**src/rtl/mux2_arbiter_pkg.sv**
```systemverilog
// Shared types and constants for the two-requester mux arbiter.
//   state_t : arbiter FSM states (IDLE, OWN_A, OWN_B)
//   SEL_A   : mux select value for requester A
//   SEL_B   : mux select value for requester B
package mux2_arbiter_pkg;

    typedef enum logic [1:0] {
        IDLE  = 2'd0,
        OWN_A = 2'd1,
        OWN_B = 2'd2
    } state_t;

    localparam logic SEL_A = 1'b0;
    localparam logic SEL_B = 1'b1;

endpackage

```
**src/rtl/mux2.sv**
```systemverilog
// Two-input, W-bit combinational multiplexer built from and/or terms.
// Ports:
//   a   : input  [W-1:0]  data selected when sel=0
//   b   : input  [W-1:0]  data selected when sel=1
//   sel : input           select
//   z   : output [W-1:0]  (sel & b) | (a & ~sel)
module mux2 #(
    parameter int W = 1
) (
    input  logic [W-1:0] a,
    input  logic [W-1:0] b,
    input  logic         sel,
    output logic [W-1:0] z
);

    assign z = ({W{sel}} & b) | (a & {W{~sel}});

endmodule

```
**src/rtl/mux2_arbiter.sv**
```systemverilog
// Arbiter granting one of two requesters ownership of a shared mux, with
// bursts of at most BURST consecutive granted cycles per ownership. The
// selected beat is registered into dout one cycle after each granted cycle.
//
// Build option: define MUX2_ARB_RR_EN for round-robin tie-breaking (the
// requester that did not own the most recent burst wins). Without it,
// requester A always wins ties, including against a B re-burst.
//
// Ports:
//   clk        : input           clock, rising edge
//   rst        : input           synchronous active-high reset
//   req_a      : input           requester A wants the mux
//   req_b      : input           requester B wants the mux
//   din_a      : input  [W-1:0]  requester A data (select 0)
//   din_b      : input  [W-1:0]  requester B data (select 1)
//   gnt_a      : output          A owns the mux this cycle
//   gnt_b      : output          B owns the mux this cycle
//   sel        : output          registered mux select, 0=A, 1=B
//   dout       : output [W-1:0]  registered mux output
//   dout_valid : output          dout carries a granted beat
//
// state | meaning
// IDLE  | no owner, sel holds its last value
// OWN_A | A granted, cnt counts beats of the current burst
// OWN_B | B granted, cnt counts beats of the current burst
module mux2_arbiter
    import mux2_arbiter_pkg::*;
#(
    parameter int W     = 1,
    parameter int BURST = 4
) (
    input  logic         clk,
    input  logic         rst,
    input  logic         req_a,
    input  logic         req_b,
    input  logic [W-1:0] din_a,
    input  logic [W-1:0] din_b,
    output logic         gnt_a,
    output logic         gnt_b,
    output logic         sel,
    output logic [W-1:0] dout,
    output logic         dout_valid
);

    localparam int             CW       = $clog2(BURST);
    localparam logic [CW-1:0] CNT_LAST = CW'(BURST - 1);

    state_t        state, state_nxt, pick;
    logic [CW-1:0] cnt, cnt_nxt;
    logic          sel_nxt;
    logic          owner_req;
    logic          decide;
    logic          gnt_any;
    logic [W-1:0]  mux_z;
`ifdef MUX2_ARB_RR_EN
    logic          last_owner, last_owner_nxt;
`endif

    assign gnt_a   = (state == OWN_A);
    assign gnt_b   = (state == OWN_B);
    assign gnt_any = gnt_a | gnt_b;

    // Owner chosen whenever a decision is due (from IDLE or at ownership end).
    always_comb begin
        pick = IDLE;
        if (req_a && req_b) begin
`ifdef MUX2_ARB_RR_EN
            pick = (last_owner == SEL_B) ? OWN_A : OWN_B;
`else
            pick = OWN_A;
`endif
        end else if (req_a) begin
            pick = OWN_A;
        end else if (req_b) begin
            pick = OWN_B;
        end
    end

    always_comb begin
        state_nxt = state;
        cnt_nxt   = cnt;
        sel_nxt   = sel;
        decide    = 1'b0;
        owner_req = (state == OWN_A) ? req_a : req_b;
`ifdef MUX2_ARB_RR_EN
        last_owner_nxt = last_owner;
`endif
        case (state)
            IDLE: decide = 1'b1;
            OWN_A, OWN_B: begin
                if (!owner_req || cnt == CNT_LAST) begin
                    decide = 1'b1;
                end else begin
                    cnt_nxt = cnt + CW'(1);
                end
            end
            default: state_nxt = IDLE;
        endcase

        // A decision into an OWN state is always a fresh burst, even when
        // the same owner re-acquires the mux.
        if (decide) begin
            state_nxt = pick;
            cnt_nxt   = '0;
            if (pick == OWN_A) begin
                sel_nxt = SEL_A;
`ifdef MUX2_ARB_RR_EN
                last_owner_nxt = SEL_A;
`endif
            end else if (pick == OWN_B) begin
                sel_nxt = SEL_B;
`ifdef MUX2_ARB_RR_EN
                last_owner_nxt = SEL_B;
`endif
            end
        end
    end

    always_ff @(posedge clk) begin
        if (rst) begin
            state      <= IDLE;
            cnt        <= '0;
            sel        <= SEL_A;
            dout       <= '0;
            dout_valid <= 1'b0;
`ifdef MUX2_ARB_RR_EN
            last_owner <= SEL_B;
`endif
        end else begin
            state      <= state_nxt;
            cnt        <= cnt_nxt;
            sel        <= sel_nxt;
            dout_valid <= gnt_any;
            if (gnt_any) begin
                dout <= mux_z;
            end
`ifdef MUX2_ARB_RR_EN
            last_owner <= last_owner_nxt;
`endif
        end
    end

    mux2 #(.W(W)) u_mux2 (
        .a   (din_a),
        .b   (din_b),
        .sel (sel),
        .z   (mux_z)
    );

endmodule
```
**config.mk**
```make
export PLATFORM = sky130hd
export DESIGN_NAME = mux2_arbiter
export DESIGN_NICKNAME = d
export VERILOG_FILES = /design/src/rtl/mux2_arbiter_pkg.sv /design/src/rtl/mux2.sv /design/src/rtl/mux2_arbiter.sv
export SDC_FILE = /design/constraint.sdc
export NUM_CORES = 1
export LEC_CHECK = 0
export ABC_CLOCK_PERIOD_IN_PS = 4300
export BUFFER_PORTS_ARGS = -buffer_cell sky130_fd_sc_hd__buf_2
export CAP_MARGIN = 20
export CORE_AREA = 2 2 39 41
export CTS_BUF_LIST = sky130_fd_sc_hd__clkbuf_2 sky130_fd_sc_hd__clkbuf_4 sky130_fd_sc_hd__clkbuf_8
export DETAILED_ROUTE_END_ITERATION = 8
export DIE_AREA = 0 0 41 43
export PLACE_DENSITY = 0.47
export SYNTH_ARGS = -nofsm -noshare
export SYNTH_HDL_FRONTEND = slang
export SYNTH_SLANG_ARGS = --single-unit
```
**constraint.sdc**
```tcl
create_clock -name clk -period 4.3 [get_ports clk]
set_input_delay 0.43 -clock clk [delete_from_list [all_inputs] [get_ports clk]]
set_output_delay 0.43 -clock clk [all_outputs]
set_load 0.02 [all_outputs]
```
==> flow_results.xml, run 1 <==
<?xml version="1.0" encoding="UTF-8"?>
<metrics>
  <group name="pwr">
    <metric name="clkPwrFrac" unit="%">31.2</metric>
    <metric name="combinationalPowerShare" unit="%">31.7</metric>
    <metric name="swShare" unit="%">32.5</metric>
    <metric name="power_frac_seq" unit="%">37.1</metric>
    <metric name="internal_portion_of_total_power" unit="mW">0.143</metric>
    <metric name="worst_ir_drop_vdd" unit="mV">0.121</metric>
    <metric name="post-layout-total-power" unit="mW">0.212</metric>
    <metric name="switchingPower" unit="mW">0.0689</metric>
    <metric name="static_leakage" unit="nW">0.218</metric>
    <metric name="cellPowerDensity" unit="nW/um^2">431</metric>
  </group>
  <group name="worst_hold_path">
    <metric name="min-delay-path-class" unit="">in2reg</metric>
    <metric name="min_delay_path_depth" unit="">2</metric>
    <metric name="hold_path_end" unit="">dout_valid</metric>
    <metric name="min-delay-start" unit="">rst</metric>
  </group>
  <group name="setup_path">
    <metric name="critical_path.slowest_cell" unit="">sky130_fd_sc_hd__dfxtp_1</metric>
    <metric name="worst-path-max-fanout" unit="">6</metric>
    <metric name="timing.reg2reg.worst_path_depth" unit="">5</metric>
    <metric name="data_arrival_time_of_the_critical_path" unit="ns">1.82</metric>
    <metric name="critPathCaptureType" unit="">register</metric>
    <metric name="crit_chain" unit="">inv_1 -&gt; ha_1 -&gt; or2_2 -&gt; o211a_1 -&gt; a221oi_1</metric>
    <metric name="max_stage_delay" unit="ns">0.37</metric>
    <metric name="r2r_setup_slack" unit="ns">2.63</metric>
    <metric name="worstReg2RegStart" unit="">state[0]</metric>
    <metric name="critical-path-top-delay-family" unit="">compound AO/OA/AOI/OAI gates</metric>
    <metric name="timing.critical_path.buf_inv" unit="">1</metric>
    <metric name="cp.required" unit="ns">4.45</metric>
    <metric name="critical_path.startpoint_type" unit="">register</metric>
    <metric name="rr_endpoint" unit="">sel</metric>
    <metric name="path_class" unit="">reg2reg</metric>
  </group>
  <group name="clock_network">
    <metric name="cts_tree" unit="">built</metric>
    <metric name="cts_sinks" unit="">7</metric>
    <metric name="postCtsHoldBufs" unit="">0</metric>
    <metric name="clock_insertion_delay_at_the_later_pin_of_the_skew_report" unit="ns">0.25</metric>
    <metric name="post-cts-setup-buffer-count" unit="">0</metric>
    <metric name="cts_root_buf" unit="">sky130_fd_sc_hd__clkbuf_4</metric>
    <metric name="htreeDepth" unit="">1</metric>
    <metric name="cts-root-to-sink-buffers" unit="">2</metric>
    <metric name="postCtsResizedCells" unit="">0</metric>
    <metric name="clkSlewWorstSetupHoldPaths" unit="ns">0.06</metric>
    <metric name="cts_buffers" unit="">3</metric>
  </group>
  <group name="sta">
    <metric name="grt_setup_unrepaired" unit="">no</metric>
    <metric name="fin_hold_ws" unit="ns">0.431</metric>
    <metric name="layout_worst_path_cycle_share" unit="%">38.8</metric>
    <metric name="report.final.slew_viol_count" unit="">0</metric>
    <metric name="post_route_skew" unit="ns">0.00484</metric>
    <metric name="tns" unit="ns">0</metric>
    <metric name="worstMarginPinSlew" unit="ns">0.478</metric>
    <metric name="max-slew-margin-rel" unit="%">67.2</metric>
    <metric name="worst_setup_margin" unit="ns">2.63</metric>
    <metric name="timing.final.crit_period" unit="ns">1.67</metric>
    <metric name="max_clock_freq" unit="MHz">599</metric>
    <metric name="timing.final.setup_violations" unit="">0</metric>
    <metric name="report.final.hold_viol_count" unit="">0</metric>
  </group>
  <group name="synthesis">
    <metric name="top_cells_by_area_synth" unit="">sky130_fd_sc_hd__dfxtp_1 (36%), sky130_fd_sc_hd__ha_1 (16%), sky130_fd_sc_hd__mux2i_1 (10%)</metric>
    <metric name="synth.top_cell.area_share" unit="%">35.8</metric>
    <metric name="syn-mean-instance-area" unit="sq um">9.55</metric>
    <metric name="yosysSeqAreaShare" unit="%">35.8</metric>
    <metric name="post_synth_inst_count" unit="">41</metric>
    <metric name="async_reset_ff_share" unit="%">0</metric>
    <metric name="count_of_flip_flops_with_a_built_in_enable_after_synthesis" unit="">0</metric>
    <metric name="netlist-cell-type-count" unit="">18</metric>
    <metric name="yosys-top-cells-count" unit="">sky130_fd_sc_hd__dfxtp_1 (7), sky130_fd_sc_hd__ha_1 (5), sky130_fd_sc_hd__mux2i_1 (4)</metric>
    <metric name="synthesis.area" unit="sq um">392</metric>
    <metric name="synth_top_cell_by_area" unit="">sky130_fd_sc_hd__dfxtp_1</metric>
    <metric name="ys.warnings.count" unit="">0</metric>
    <metric name="synthFlopType" unit="">sky130_fd_sc_hd__dfxtp_1</metric>
    <metric name="yosys.cell_count.top_type" unit="">sky130_fd_sc_hd__dfxtp_1</metric>
    <metric name="synth.ff_latch_count" unit="">7</metric>
    <metric name="syn_nets" unit="">52</metric>
  </group>
  <group name="finish">
    <metric name="design_area" unit="sq um">492</metric>
    <metric name="area.growth.synth_to_final" unit="%">25.6</metric>
    <metric name="fillerInstances" unit="">153</metric>
    <metric name="antennaDiodeCount" unit="">0</metric>
    <metric name="final_nets" unit="">67</metric>
    <metric name="share_of_cells_above_drive_strength_1" unit="%">29.1</metric>
    <metric name="layoutNonFillerInstCount" unit="">71</metric>
    <metric name="finalCoreUtilization" unit="%">35.5</metric>
  </group>
  <group name="detailed_routing">
    <metric name="remaining_drc_errors" unit="">0</metric>
    <metric name="wl_per_cell" unit="um">11.2</metric>
    <metric name="detail-route-antenna-nets" unit="">0</metric>
    <metric name="routed-via-count" unit="">345</metric>
    <metric name="vias_per_cell" unit="">4.86</metric>
    <metric name="drtIter0Drc" unit="">22</metric>
    <metric name="first_pass_iters" unit="">4</metric>
    <metric name="routed_wl" unit="um">792</metric>
  </group>
  <group name="outcome">
    <metric name="result_of_the_run" unit="">finished, final reports clean</metric>
  </group>
  <group name="floorplan">
    <metric name="floorplan.core_area" unit="sq um">1380</metric>
    <metric name="rows" unit="">14</metric>
    <metric name="die_height" unit="um">43</metric>
    <metric name="die-area" unit="sq um">1760</metric>
    <metric name="initial_utilization" unit="%">28.3</metric>
    <metric name="io_pins" unit="">11</metric>
    <metric name="width_of_the_die" unit="um">41</metric>
  </group>
  <group name="placement">
    <metric name="portBuffers" unit="">10</metric>
    <metric name="placed_cell_area" unit="sq um">462</metric>
    <metric name="place.gp.congestion" unit="">0.695</metric>
    <metric name="pre_cts_slack" unit="ns">2.64</metric>
    <metric name="dp.final_hpwl" unit="um">588</metric>
    <metric name="place.detailed.instances" unit="">67</metric>
  </group>
  <group name="grt">
    <metric name="grt_overflow_total" unit="">0</metric>
    <metric name="grt_max_degree" unit="">8</metric>
    <metric name="grt_usage" unit="%">10.4</metric>
    <metric name="antenna_found_initial" unit="">0</metric>
    <metric name="first_global_vias" unit="">285</metric>
    <metric name="grt_pass1_wl" unit="um">1200</metric>
  </group>
  <group name="flow_run">
    <metric name="max-cap-violations" unit="">0</metric>
  </group>
</metrics>
-- cells in the final DEF, fill, tap and decap left out, types with 2 or more instances in the layout --
cell type and instances:
sky130_fd_sc_hd__a211oi_1 3, sky130_fd_sc_hd__buf_2 10, sky130_fd_sc_hd__clkbuf_4 4, sky130_fd_sc_hd__dfxtp_1 7
sky130_fd_sc_hd__ha_1 5, sky130_fd_sc_hd__inv_1 3, sky130_fd_sc_hd__mux2i_1 4, sky130_fd_sc_hd__nand2_1 3
sky130_fd_sc_hd__nor2_1 2, sky130_fd_sc_hd__o21ai_0 3, sky130_fd_sc_hd__or2_2 2
-- power by group through the flow --
stage	Combinational, mW	Sequential, mW	Clock (mW)
5_1_grt	0.0739	0.0800	0.0737
4_1_cts	0.0673	0.0788	0.0686
3_3_place_gp	0.0670	0.0800	0
2_1_floorplan	0.0433	0.0855	0
3_5_place_dp	0.0666	0.0802	0
6_report	0.0672	0.0786	0.0662
-- logic make-up after synthesis --
logic type	after synthesis	share of synthesized area [%]
fa+ha+maj	5	16.0
mux	4	10.2
buf+inv	3	2.88
simple gates	12	16.9
compound gates	10	18.2
flops	7	35.8
-- final cells by class --
| cell class | count | area, sq um | share of cell area [%] |
|---|---|---|---|
| inverters | 3 | 11.3 | 2.29 |
| flip-flops and latches | 7 | 140 | 28.5 |
| multi-input cells | 31 | 240 | 48.9 |
| repair buffers | 10 | 50.0 | 10.2 |
| well taps | 16 | 20.0 | 4.07 |
| clock buffers | 4 | 30.0 | 6.11 |
-- state kept, by name, indices dropped and copies added (netlist names) --
register / cells
sel: 1
cnt: 2
dout_valid: 1
dout: 1
state: 2
-- per-layer routing --
layer / vias to the layer above / GRT usage [%] / wire, um
met5: - / 0 / 0
met4: 0 / 6.00 / 10
met3: 2 / 4.71 / 70
met2: 13 / 12.5 / 345
met1: 153 / 14.5 / 366
li1: 177 / - / -
-- worst max path at each step --
stage | start | depth (start not counted) | end
5_1_grt | state[1] | 5 | sel
6_report | state[0] | 5 | sel
2_1_floorplan | state[0] | 5 | sel
3_3_place_gp | state[1] | 5 | state[0]
4_1_cts | state[0] | 5 | sel
3_5_place_dp | state[0] | 5 | sel
Power figures use the tool's default switching activity.
==> run 2: changes to the inputs <==
ABC_CLOCK_PERIOD_IN_PS = 1500   (was 4300)
PLACE_DENSITY = 0.49   (was 0.47)
clock period = 1.5 ns   (was 4.3 ns; I/O delays follow)
==> run 2 against run 1 <==
- first-iteration DRC count decreased by 77%
- core utilization up 7.3 points
- largest cell class unchanged
- global-route usage up 1.2 points
- setup slack got worse by 2.6 ns
- via count increased by 3.2%
- clock-buffer cell count stayed put
- sequential share of layout area shrank 4.0 points
- flip-flop and latch count unchanged
==> flow_results.xml, run 2 (synthesized netlist as in run 1, its figures left out) <==
<?xml version="1.0" encoding="UTF-8"?>
<metrics>
  <group name="outcome">
    <metric name="result_of_the_run" unit="">finished, final reports clean</metric>
  </group>
  <group name="grt">
    <metric name="first_global_vias" unit="">346</metric>
    <metric name="grt_usage" unit="%">11.6</metric>
    <metric name="grt_pass1_wl" unit="um">1390</metric>
    <metric name="antenna_found_initial" unit="">0</metric>
    <metric name="grt_max_degree" unit="">8</metric>
    <metric name="grt_overflow_total" unit="">0</metric>
  </group>
  <group name="placement">
    <metric name="place.gp.congestion" unit="">0.734</metric>
    <metric name="dp.final_hpwl" unit="um">602</metric>
    <metric name="place.detailed.instances" unit="">71</metric>
    <metric name="placed_cell_area" unit="sq um">510</metric>
    <metric name="portBuffers" unit="">10</metric>
    <metric name="pre_cts_slack" unit="ns">-0.0314</metric>
  </group>
  <group name="clock_network">
    <metric name="cts-root-to-sink-buffers" unit="">2</metric>
    <metric name="postCtsHoldBufs" unit="">0</metric>
    <metric name="cts_buffers" unit="">3</metric>
    <metric name="clock_insertion_delay_at_the_later_pin_of_the_skew_report" unit="ns">0.25</metric>
    <metric name="post-cts-setup-buffer-count" unit="">0</metric>
    <metric name="clkSlewWorstSetupHoldPaths" unit="ns">0.06</metric>
    <metric name="cts_sinks" unit="">7</metric>
    <metric name="cts_tree" unit="">built</metric>
    <metric name="cts_root_buf" unit="">sky130_fd_sc_hd__clkbuf_4</metric>
    <metric name="htreeDepth" unit="">1</metric>
  </group>
  <group name="finish">
    <metric name="largest_registers" unit="">cnt (2), state (2)</metric>
    <metric name="layout_commonest_cell" unit="">sky130_fd_sc_hd__buf_2</metric>
    <metric name="final_nets" unit="">71</metric>
    <metric name="layoutNonFillerInstCount" unit="">75</metric>
    <metric name="finalCoreUtilization" unit="%">42.9</metric>
    <metric name="antennaDiodeCount" unit="">0</metric>
    <metric name="layout.area.seq" unit="sq um">145</metric>
    <metric name="area.growth.synth_to_final" unit="%">51.4</metric>
    <metric name="design_area" unit="sq um">593</metric>
    <metric name="area_of_the_multi_input_gates" unit="sq um">307</metric>
    <metric name="share_of_cells_above_drive_strength_1" unit="%">54.2</metric>
    <metric name="most-common-layout-cells" unit="">sky130_fd_sc_hd__buf_2 (10), sky130_fd_sc_hd__dfxtp_1 (5), sky130_fd_sc_hd__clkbuf_4 (4), sky130_fd_sc_hd__buf_4 (4)</metric>
    <metric name="fillerInstances" unit="">138</metric>
  </group>
  <group name="pwr">
    <metric name="cellPowerDensity" unit="nW/um^2">1180</metric>
    <metric name="power_frac_seq" unit="%">32.5</metric>
    <metric name="post-layout-total-power" unit="mW">0.702</metric>
    <metric name="internal_portion_of_total_power" unit="mW">0.473</metric>
    <metric name="swShare" unit="%">32.7</metric>
    <metric name="worst_ir_drop_vdd" unit="mV">0.585</metric>
    <metric name="switchingPower" unit="mW">0.230</metric>
    <metric name="combinationalPowerShare" unit="%">40.2</metric>
    <metric name="static_leakage" unit="nW">0.240</metric>
    <metric name="clkPwrFrac" unit="%">27.4</metric>
  </group>
  <group name="sta">
    <metric name="worstMarginPinSlew" unit="ns">0.252</metric>
    <metric name="layout_worst_path_cycle_share" unit="%">96.6</metric>
    <metric name="timing.final.setup_violations" unit="">0</metric>
    <metric name="report.final.hold_viol_count" unit="">0</metric>
    <metric name="timing.final.crit_period" unit="ns">1.45</metric>
    <metric name="max-slew-margin-rel" unit="%">82.9</metric>
    <metric name="worst_setup_margin" unit="ns">0.0507</metric>
    <metric name="fin_hold_ws" unit="ns">0.156</metric>
    <metric name="tns" unit="ns">0</metric>
    <metric name="post_route_skew" unit="ns">0.00586</metric>
    <metric name="max_clock_freq" unit="MHz">690</metric>
    <metric name="report.final.slew_viol_count" unit="">0</metric>
  </group>
  <group name="floorplan">
    <metric name="die_height" unit="um">43</metric>
    <metric name="initial_utilization" unit="%">28.3</metric>
    <metric name="die-area" unit="sq um">1760</metric>
    <metric name="floorplan.core_area" unit="sq um">1380</metric>
    <metric name="rows" unit="">14</metric>
    <metric name="width_of_the_die" unit="um">41</metric>
    <metric name="io_pins" unit="">11</metric>
  </group>
  <group name="setup_path">
    <metric name="path_class" unit="">reg2reg</metric>
    <metric name="critPathCaptureType" unit="">register</metric>
    <metric name="data_arrival_time_of_the_critical_path" unit="ns">1.62</metric>
    <metric name="worst-path-max-fanout" unit="">3</metric>
    <metric name="critical_path.startpoint_type" unit="">register</metric>
    <metric name="cp.required" unit="ns">1.67</metric>
  </group>
  <group name="detailed_routing">
    <metric name="wl_per_cell" unit="um">11.3</metric>
    <metric name="first_pass_iters" unit="">4</metric>
    <metric name="routed-via-count" unit="">356</metric>
    <metric name="drtIter0Drc" unit="">5</metric>
    <metric name="vias_per_cell" unit="">4.75</metric>
    <metric name="remaining_drc_errors" unit="">0</metric>
    <metric name="detail-route-antenna-nets" unit="">0</metric>
    <metric name="routed_wl" unit="um">844</metric>
  </group>
  <group name="worst_hold_path">
    <metric name="min-delay-path-class" unit="">in2reg</metric>
  </group>
  <group name="flow_run">
    <metric name="max-cap-violations" unit="">0</metric>
  </group>
</metrics>
[run 2: cell types whose count changed in the layout (fill, tap and decap cells not counted), sizes merged]
| cell | delta |
|---|---|
| buf | +4 |
[run 2: cell type report]
| type | count | share of cell area, % |
|---|---|---|
| sequential | 7 | 24.5 |
| inverter | 3 | 1.90 |
| tap | 16 | 3.38 |
| timing repair buffer | 14 | 13.5 |
| multi-input combinational | 31 | 51.7 |
| clock buffer | 4 | 5.06 |
[run 2: per-layer routing]
| metal | GRT usage (%) | part of all wire, % | vias up |
|---|---|---|---|
| met2 | 16.3 | 52 | 8 |
| li1 | - | - | 185 |
| met5 | 0 | 0 | - |
| met1 | 15.3 | 43 | 163 |
| met3 | 6.28 | 5.6 | 0 |
| met4 | 2.67 | 0 | 0 |
[run 2: path summary, 6_finish.rpt]
kind	start	to	slack, ns	cells past startpoint
setup / recovery	state[0]	sel	0.05	5
hold / removal	req_a	sel	0.16	2
setup reg to reg	state[0]	sel	0.05	5
hold reg to reg	dout	dout	0.50	2
[run 2: worst max-delay path, cell delays in order, from the launching register on]
cell and delay (ns):
sky130_fd_sc_hd__dfxtp_4 0.37, sky130_fd_sc_hd__inv_2 0.05, sky130_fd_sc_hd__ha_4 0.15, sky130_fd_sc_hd__or2_2 0.29, sky130_fd_sc_hd__o211a_4 0.26, sky130_fd_sc_hd__a221oi_2 0.25
[run 2: what timing repair did]
action	in CTS	in global routing
setup endpoints to repair	3	5
gates resized for setup	2	12
pin swaps	0	0
[run 2: power by group through the flow]
stage | logic, mW | registers, mW | clock network (mW)
floorplan | 0.140 | 0.245 | 0
global placement | 0.238 | 0.228 | 0
detailed placement | 0.234 | 0.226 | 0
CTS | 0.241 | 0.224 | 0.197
global route | 0.308 | 0.232 | 0.212
finish | 0.282 | 0.228 | 0.192
==> run 3: changes to the inputs <==
CTS_BUF_LIST = unset   (was sky130_fd_sc_hd__clkbuf_2 sky130_fd_sc_hd__clkbuf_4 sky130_fd_sc_hd__clkbuf_8)
GPL_TIMING_DRIVEN = 0   (was unset)
PLACE_DENSITY = unset   (was 0.49)
PLACE_DENSITY_LB_ADDON = 0.1   (was unset)
==> run 3 against run 2 <==
- clock power fell by 6%
- sequential share of layout area is 0.75 points higher
- clock skew fell by 0.0021 ns
- wire length increased by 13%
- hold slack got worse by 0.010 ns
- setup slack got worse by 0.037 ns
- critical path type unchanged
==> flow_results.xml, run 3 (synthesized netlist as in run 1, its figures left out) <==
<?xml version="1.0" encoding="UTF-8"?>
<metrics>
  <group name="outcome">
    <metric name="result_of_the_run" unit="">finished, final reports clean</metric>
  </group>
  <group name="sta">
    <metric name="report.final.hold_viol_count" unit="">0</metric>
    <metric name="max-slew-margin-rel" unit="%">81.7</metric>
    <metric name="post_route_skew" unit="ns">0.00375</metric>
    <metric name="timing.final.setup_violations" unit="">0</metric>
    <metric name="tns" unit="ns">0</metric>
    <metric name="grt_setup_unrepaired" unit="">yes</metric>
    <metric name="fin_hold_ws" unit="ns">0.146</metric>
    <metric name="timing.final.crit_period" unit="ns">1.49</metric>
    <metric name="layout_worst_path_cycle_share" unit="%">99.1</metric>
    <metric name="worstMarginPinSlew" unit="ns">0.269</metric>
    <metric name="worst_setup_margin" unit="ns">0.0140</metric>
    <metric name="max_clock_freq" unit="MHz">673</metric>
    <metric name="report.final.slew_viol_count" unit="">0</metric>
  </group>
  <group name="detailed_routing">
    <metric name="detail-route-antenna-nets" unit="">0</metric>
    <metric name="wl_per_cell" unit="um">12.9</metric>
    <metric name="drtIter0Drc" unit="">1</metric>
    <metric name="first_pass_iters" unit="">3</metric>
    <metric name="remaining_drc_errors" unit="">0</metric>
    <metric name="routed_wl" unit="um">956</metric>
    <metric name="routed-via-count" unit="">370</metric>
    <metric name="vias_per_cell" unit="">5.00</metric>
  </group>
  <group name="floorplan">
    <metric name="die-area" unit="sq um">1760</metric>
    <metric name="width_of_the_die" unit="um">41</metric>
    <metric name="rows" unit="">14</metric>
    <metric name="floorplan.core_area" unit="sq um">1380</metric>
    <metric name="die_height" unit="um">43</metric>
    <metric name="io_pins" unit="">11</metric>
    <metric name="initial_utilization" unit="%">28.3</metric>
  </group>
  <group name="clock_network">
    <metric name="cts_sinks" unit="">7</metric>
    <metric name="postCtsHoldBufs" unit="">0</metric>
    <metric name="cts_buffers" unit="">3</metric>
    <metric name="clkSlewWorstSetupHoldPaths" unit="ns">0.06</metric>
    <metric name="cts_root_buf" unit="">sky130_fd_sc_hd__clkbuf_4</metric>
    <metric name="clock_insertion_delay_at_the_later_pin_of_the_skew_report" unit="ns">0.26</metric>
    <metric name="cts-root-to-sink-buffers" unit="">2</metric>
    <metric name="cts_tree" unit="">built</metric>
    <metric name="htreeDepth" unit="">1</metric>
  </group>
  <group name="pwr">
    <metric name="worst_ir_drop_vdd" unit="mV">0.405</metric>
    <metric name="static_leakage" unit="nW">0.234</metric>
    <metric name="cellPowerDensity" unit="nW/um^2">1210</metric>
    <metric name="post-layout-total-power" unit="mW">0.683</metric>
  </group>
  <group name="finish">
    <metric name="antennaDiodeCount" unit="">0</metric>
    <metric name="largest_registers" unit="">cnt (2), state (2)</metric>
    <metric name="share_of_cells_above_drive_strength_1" unit="%">46.6</metric>
    <metric name="finalCoreUtilization" unit="%">40.9</metric>
    <metric name="most-common-layout-cells" unit="">sky130_fd_sc_hd__buf_2 (10), sky130_fd_sc_hd__dfxtp_1 (5)</metric>
    <metric name="final_nets" unit="">70</metric>
    <metric name="layout_commonest_cell" unit="">sky130_fd_sc_hd__buf_2</metric>
    <metric name="area.growth.synth_to_final" unit="%">44.4</metric>
  </group>
  <group name="setup_path">
    <metric name="cp.required" unit="ns">1.67</metric>
    <metric name="path_class" unit="">reg2reg</metric>
    <metric name="critical_path.startpoint_type" unit="">register</metric>
    <metric name="timing.reg2reg.worst_path_depth" unit="">5</metric>
    <metric name="data_arrival_time_of_the_critical_path" unit="ns">1.66</metric>
    <metric name="worst-path-max-fanout" unit="">7</metric>
    <metric name="critPathCaptureType" unit="">register</metric>
  </group>
  <group name="grt">
    <metric name="grt_overflow_total" unit="">0</metric>
    <metric name="first_global_vias" unit="">361</metric>
    <metric name="grt_pass1_wl" unit="um">1590</metric>
    <metric name="antenna_found_initial" unit="">0</metric>
    <metric name="grt_usage" unit="%">14.1</metric>
    <metric name="grt_max_degree" unit="">8</metric>
  </group>
  <group name="placement">
    <metric name="portBuffers" unit="">10</metric>
    <metric name="pre_cts_slack" unit="ns">-0.121</metric>
    <metric name="place.gp.congestion" unit="">0.706</metric>
    <metric name="dp.final_hpwl" unit="um">701</metric>
  </group>
  <group name="worst_hold_path">
    <metric name="min-delay-path-class" unit="">in2reg</metric>
    <metric name="min_delay_path_depth" unit="">2</metric>
  </group>
  <group name="flow_run">
    <metric name="max-cap-violations" unit="">0</metric>
  </group>
</metrics>
==> run 3: final timing paths <==
check           start     end  slack [ns]
min reg2reg      dout    dout        0.50
max          state[1]  cnt[0]        0.01
max reg2reg  state[1]  cnt[0]        0.01
min               rst     sel        0.15
==> run 3: report_power, final <==
part           switching [mW]  leakage, nW  internal [mW]
Sequential             0.0140       0.0581          0.211
Clock                  0.0790       0.0150          0.102
Combinational           0.143        0.161          0.134
==> run 3: final cells by class <==
type / instances / area, sq um
multi-input combinational: 31 / 293
clock buffer: 4 / 26.3
tap: 16 / 20.0
sequential: 7 / 143
fill: 142 / 818
inverter: 3 / 11.3
timing repair buffer: 13 / 72.6
==> run 3: worst max-delay path, cell delays in order, from the launching register on <==
cell and delay [ns]:
sky130_fd_sc_hd__dfxtp_2 0.34, sky130_fd_sc_hd__inv_1 0.08, sky130_fd_sc_hd__ha_2 0.21, sky130_fd_sc_hd__mux2i_4 0.22, sky130_fd_sc_hd__or3_1 0.35, sky130_fd_sc_hd__a211oi_1 0.21
==> run 3: metal layers <==
metal | global-route usage, % | share of wire [%] | wire [um]
met1 | 14.6 | 42 | 399
met2 | 22.2 | 49 | 468
met3 | 7.85 | 7.5 | 72
met4 | 6.00 | 1.6 | 15
met5 | 0 | 0 | 0
==> run 3: timing repair <==
action,CTS,global route
setup buffers,3,0
hold endpoints to repair,0,0
setup endpoints to repair,5,5
pin swaps,1,1
gates resized for setup,6,4
==> run 3: stage by stage <==
step | std cells | area [sq um]
6_report | 74 | 566
5_1_grt | 74 | 566
4_1_cts | 74 | 552
3_5_place_dp | 67 | 480
3_3_place_gp | 67 | 480
2_1_floorplan | 41 | 410
